**config.mk**
```make
export PLATFORM = sky130hd
export DESIGN_NAME = crc_frame_ctrl
export DESIGN_NICKNAME = d
export VERILOG_FILES = /design/src/rtl/crc_frame_ctrl.sv
export SDC_FILE = /design/constraint.sdc
export NUM_CORES = 1
export LEC_CHECK = 0
export BUFFER_PORTS_ARGS = -buffer_cell sky130_fd_sc_hd__buf_4
export CAP_MARGIN = 20
export CORE_ASPECT_RATIO = 1.1
export CORE_MARGIN = 3
export CORE_UTILIZATION = 47
export DETAILED_ROUTE_END_ITERATION = 7
export PLACE_DENSITY = 0.84
export SYNTH_ARGS = -nofsm -noshare
export SYNTH_HDL_FRONTEND = slang
export SYNTH_SLANG_ARGS = --single-unit
```
**constraint.sdc**
```tcl
create_clock -name Clock -period 5.75 [get_ports Clock]
set_input_delay 0.575 -clock Clock [delete_from_list [all_inputs] [get_ports Clock]]
set_output_delay 0.575 -clock Clock [all_outputs]
set_load 0.02 [all_outputs]
```
**src/rtl/crc_frame_ctrl.sv**
```systemverilog
// Frame sequencer for the CRCCYC engine: clears the engine, streams N words into it, then captures and checks the CRC.
// Optional idle-input watchdog is built in when CRC_TIMEOUT_EN is defined.
module crc_frame_ctrl #(
    parameter int FRAME_LEN_W = 8,
    parameter int CRC_LAT     = 1,
    parameter int TIMEOUT_CYC = 255
) (
    input  logic                   Clock,
    input  logic                   Rst_n,
    input  logic                   Frame_Start,
    input  logic [FRAME_LEN_W-1:0] Frame_Len,
    input  logic                   Check_Mode,
    input  logic [9:0]             Exp_Crc,
    input  logic                   Frame_Abort,
    input  logic                   Data_Valid,
    input  logic [31:0]            Data_In,
    output logic                   Data_Ready,
    output logic [31:0]            Crc_Data,
    output logic                   Crc_En,
    output logic                   Crc_Clr,
    input  logic [9:0]             Crc_Result,
    output logic [9:0]             Crc_Value,
    output logic                   Crc_Error,
    output logic                   Busy,
    output logic                   Done,
    output logic                   Timeout
);

    localparam int LAT_W = $clog2(CRC_LAT + 1);

    typedef enum logic [2:0] {IDLE, CLEAR, FEED, WAIT, DONE} state_t;

    state_t                 state;
    state_t                 state_nxt;
    logic [FRAME_LEN_W-1:0] word_cnt;
    logic [LAT_W-1:0]       lat_cnt;
    logic                   check_q;
    logic [9:0]             exp_q;
    logic                   start_ok;
    logic                   beat;
    logic                   last_beat;
    logic                   capture;
    logic                   timeout_hit;

    assign start_ok  = (state == IDLE) && Frame_Start && (Frame_Len != '0);
    // An abort suppresses the coincident beat so the engine never sees a partial update.
    assign beat      = (state == FEED) && Data_Valid && !Frame_Abort;
    assign last_beat = beat && (word_cnt == FRAME_LEN_W'(1));
    assign capture   = (state == WAIT) && (lat_cnt == LAT_W'(1)) && !Frame_Abort;
    assign Crc_En    = beat;
    assign Crc_Data  = beat ? Data_In : 32'h0;

`ifdef CRC_TIMEOUT_EN
    localparam int IDLE_W = $clog2(TIMEOUT_CYC + 1);

    logic [IDLE_W-1:0] idle_cnt;

    assign timeout_hit = (state == FEED) && !Data_Valid && !Frame_Abort &&
                         (idle_cnt == IDLE_W'(TIMEOUT_CYC - 1));

    // Held at zero outside FEED, so entering FEED always starts a fresh idle count.
    always_ff @(posedge Clock or negedge Rst_n) begin
        if (!Rst_n) begin
            idle_cnt <= '0;
        end else if (state != FEED || Data_Valid) begin
            idle_cnt <= '0;
        end else begin
            idle_cnt <= idle_cnt + 1'b1;
        end
    end
`else
    logic unused_timeout_cfg;

    assign timeout_hit        = 1'b0;
    assign unused_timeout_cfg = (TIMEOUT_CYC == 0);
`endif

    always_comb begin
        state_nxt = state;
        case (state)
            IDLE:    if (start_ok) state_nxt = CLEAR;
            CLEAR:   state_nxt = FEED;
            FEED: begin
                if (last_beat)        state_nxt = WAIT;
                else if (timeout_hit) state_nxt = IDLE;
            end
            WAIT:    if (lat_cnt == LAT_W'(1)) state_nxt = DONE;
            DONE:    state_nxt = IDLE;
            default: state_nxt = IDLE;
        endcase
        if (Frame_Abort && state != IDLE) state_nxt = IDLE;
    end

    // Status outputs are decoded from the next state so they line up with the state register.
    always_ff @(posedge Clock or negedge Rst_n) begin
        if (!Rst_n) begin
            state      <= IDLE;
            Busy       <= 1'b0;
            Done       <= 1'b0;
            Crc_Clr    <= 1'b0;
            Data_Ready <= 1'b0;
            Timeout    <= 1'b0;
            word_cnt   <= '0;
            lat_cnt    <= '0;
            check_q    <= 1'b0;
            exp_q      <= 10'h000;
            Crc_Value  <= 10'h000;
            Crc_Error  <= 1'b0;
        end else begin
            state      <= state_nxt;
            Busy       <= (state_nxt != IDLE);
            Done       <= (state_nxt == DONE);
            Crc_Clr    <= (state_nxt == CLEAR);
            Data_Ready <= (state_nxt == FEED);
            Timeout    <= timeout_hit;

            if (start_ok) begin
                word_cnt  <= Frame_Len;
                check_q   <= Check_Mode;
                exp_q     <= Exp_Crc;
                Crc_Error <= 1'b0;
            end else if (beat && word_cnt != '0) begin
                word_cnt <= word_cnt - 1'b1;
            end

            if (last_beat) begin
                lat_cnt <= LAT_W'(CRC_LAT);
            end else if (state == WAIT && lat_cnt != '0) begin
                lat_cnt <= lat_cnt - 1'b1;
            end

            if (capture) begin
                Crc_Value <= Crc_Result;
                Crc_Error <= check_q && (Crc_Result != exp_q);
            end
        end
    end

endmodule
```
==> impl_metrics.json <==
{
  "status": "finished clean",
  "worstMarginPinSlew_ps": 983,
  "fin_tns_setup_ps": 0,
  "synth-seq-area-share_pct": 47.4,
  "path_cells": "nand4b_1, clkinv_1, and2_1, buf_4",
  "synth_edf_count": 0,
  "clkTransAtPathRegs_ps": 70,
  "die_h_um": 74.5,
  "ctsRootBufferMaster": "clkbuf_8",
  "numCtsBuffers": 5,
  "io_pins": 115,
  "grt_pass1_wl_um": 8200,
  "grt_max_degree": 39,
  "path_max_fanout": 37,
  "p_per_area_mw_per_mm2": 381,
  "slew_violations": 0,
  "die_area_mm2": 0.00509,
  "clkLatencyLatePin_ps": 280,
  "synthesis.nets": 281,
  "path_depth": 4,
  "htree_levels": 2,
  "drtIter0Drc": 119,
  "ir_drop_mv": 0.235,
  "slew-limit-headroom_pct": 34.2,
  "antennaDiodeCount": 0,
  "cts.sinks": 38,
  "layout_common_cells": "114 x buf_4, 43 x nand2_1, 38 x dfrtp_1",
  "holdCritPathClass": "input pin to asynchronous set/reset pin",
  "synth_top_area_cell": "dfrtp_1",
  "drt-total-wl_um": 5250,
  "grt_pass1_vias": 1765,
  "io_buffers": 113,
  "vias": 1870,
  "cap_violations": 0,
  "fmax_mhz": 341,
  "ff2ff_setup_slack_ps": 3590,
  "route.detailed.drc": 0,
  "critPathMaxStageDelay_ps": 670,
  "wl_per_cell_um": 14.0,
  "cp_top_family": "buffers and inverters",
  "grt_antenna_before_repair": 0,
  "die_x_um": 68.3,
  "dp_slack_ps": 2850,
  "critical_path_class": "flip-flop to primary output",
  "cts-resized-gates": 0,
  "hold_viol_final": 0,
  "core_mm2": 0.00402,
  "layout-drive-gt1-share_pct": 41.6,
  "rows": 24,
  "grt-ovfl-total": 0,
  "cts_buffer_depth": 2,
  "cp_slowest_cell": "clkinv_1",
  "cts_hold_buf": 0,
  "final_util_pct": 73.9,
  "fin_nets": 392,
  "synthArstFlopShare_pct": 100,
  "final.setup.worst_slack_ps": 2820,
  "gp_congestion": 0.891,
  "post-cts-setup-buffers": 0,
  "yosysWarnings": 0,
  "synth_area_leaders": "dfrtp_1 47%, and2_1 11%, nand2_1 8.0%",
  "rsz0062_at_grt": "no",
  "final_common_cell": "buf_4",
  "end_kind": "primary output",
  "cts_tree": "built",
  "required_ps": 5180,
  "syn_to_final_growth_pct": 48.1,
  "start_util_pct": 49.9,
  "routed_via_density": 5.00,
  "period_share_pct": 50.9,
  "ys.flop_type": "dfrtp_1",
  "setup_viol": 0,
  "ant_nets": 0,
  "synth_area_mm2": 0.00201,
  "postSynthCellCount": 212,
  "cp_data_arrival_time_ps": 2350,
  "reg2regPathDepth": 5,
  "skew_ps": 4.16,
  "dr.pass1.iters": 4,
  "syn_avg_cell_area_um2": 9.47,
  "place_hpwl_um": 4060,
  "ys_ff_latch": 38,
  "track_usage_pct": 21.7,
  "synth.distinct_cells": 38,
  "synth_top_area_share_pct": 47.4,
  "fin_crit_ps": 2930,
  "crit_buf_inv": 2,
  "critPathLaunchType": "flip-flop",
  "leakage_nw": 1.51
}
[power by group]
part / internal, mW / switching, mW
combinational: 0.233 / 0.250
sequential: 0.384 / 0.0883
clock: 0.0924 / 0.0841
[per-layer routing]
metal  track usage (%)  up-vias  wire (um)
met5                 0        -          0
met4              5.30        0         61
met3              4.53        8        180
met2              37.7       37       2900
met1              27.5      882       2110
li1                  -      943          -
[through the flow]
step	cells	hold slack, ps	total power, mW	area [um2]
after floorplan	212	279	0.769	2010
after global placement	368	458	0.946	2890
after detailed placement	368	462	0.961	2890
after CTS	374	254	1.14	2970
after global routing	374	272	1.22	2970
final	374	243	1.13	2970
[sequential cells by signal, summed over array words and instances, names as in the netlist]
| name | flops |
|---|---|
| Crc_Value | 10 |
| exp_q | 10 |
| word_cnt | 8 |
| state | 3 |
| Busy | 1 |
| Crc_Clr | 1 |
| Crc_Error | 1 |
| Data_Ready | 1 |
| Done | 1 |
| check_q | 1 |
| lat_cnt | 1 |
[cell families after synthesis]
kind of cell             synth area share (%)
XOR/XNOR                                 4.36
other                                   0.187
multiplexers                             5.61
AO/OA/AOI/OAI                            7.54
adder cells (fa/ha/maj)                  1.87
flip-flops                               47.4
buffers and inverters                    3.05
AND/OR/NAND/NOR                          30.0
[cell usage after synthesis (2+ instances only)]
master and instances:
nand2_1 43, nor4_1 2, clkbuf_1 8, xnor2_1 8, a21oi_1 2, o211ai_1 2
o311ai_0 3, or4_1 9, ha_1 3, nand3_1 2, o31ai_1 2, inv_1 4
dfrtp_1 38, o21ai_0 3, and2_1 34, mux2_2 10, nor3_1 2, xor2_1 2
nor2_1 8, nand4_1 2, a31oi_1 5, or2_2 2, nor3b_1 3
[cell type report]
class / instances / area, um2
well taps: 52 / 65.1
repair buffers: 114 / 856
fillers: 339 / 1050
multi-input cells: 159 / 1000
inverters: 5 / 18.8
flip-flops and latches: 38 / 951
clock buffers: 6 / 82.6
[final timing paths]
path | start | endpoint
setup / recovery | state[1] | Crc_Data[20]
hold / removal | Rst_n | Crc_Value[8]
setup reg to reg | state[2] | word_cnt[4]
hold reg to reg | check_q | check_q
max in group asynchronous | Rst_n | state[1]
min in group Clock | Exp_Crc[2] | exp_q[2]
Note: power is estimated with default switching activity, not from simulation.
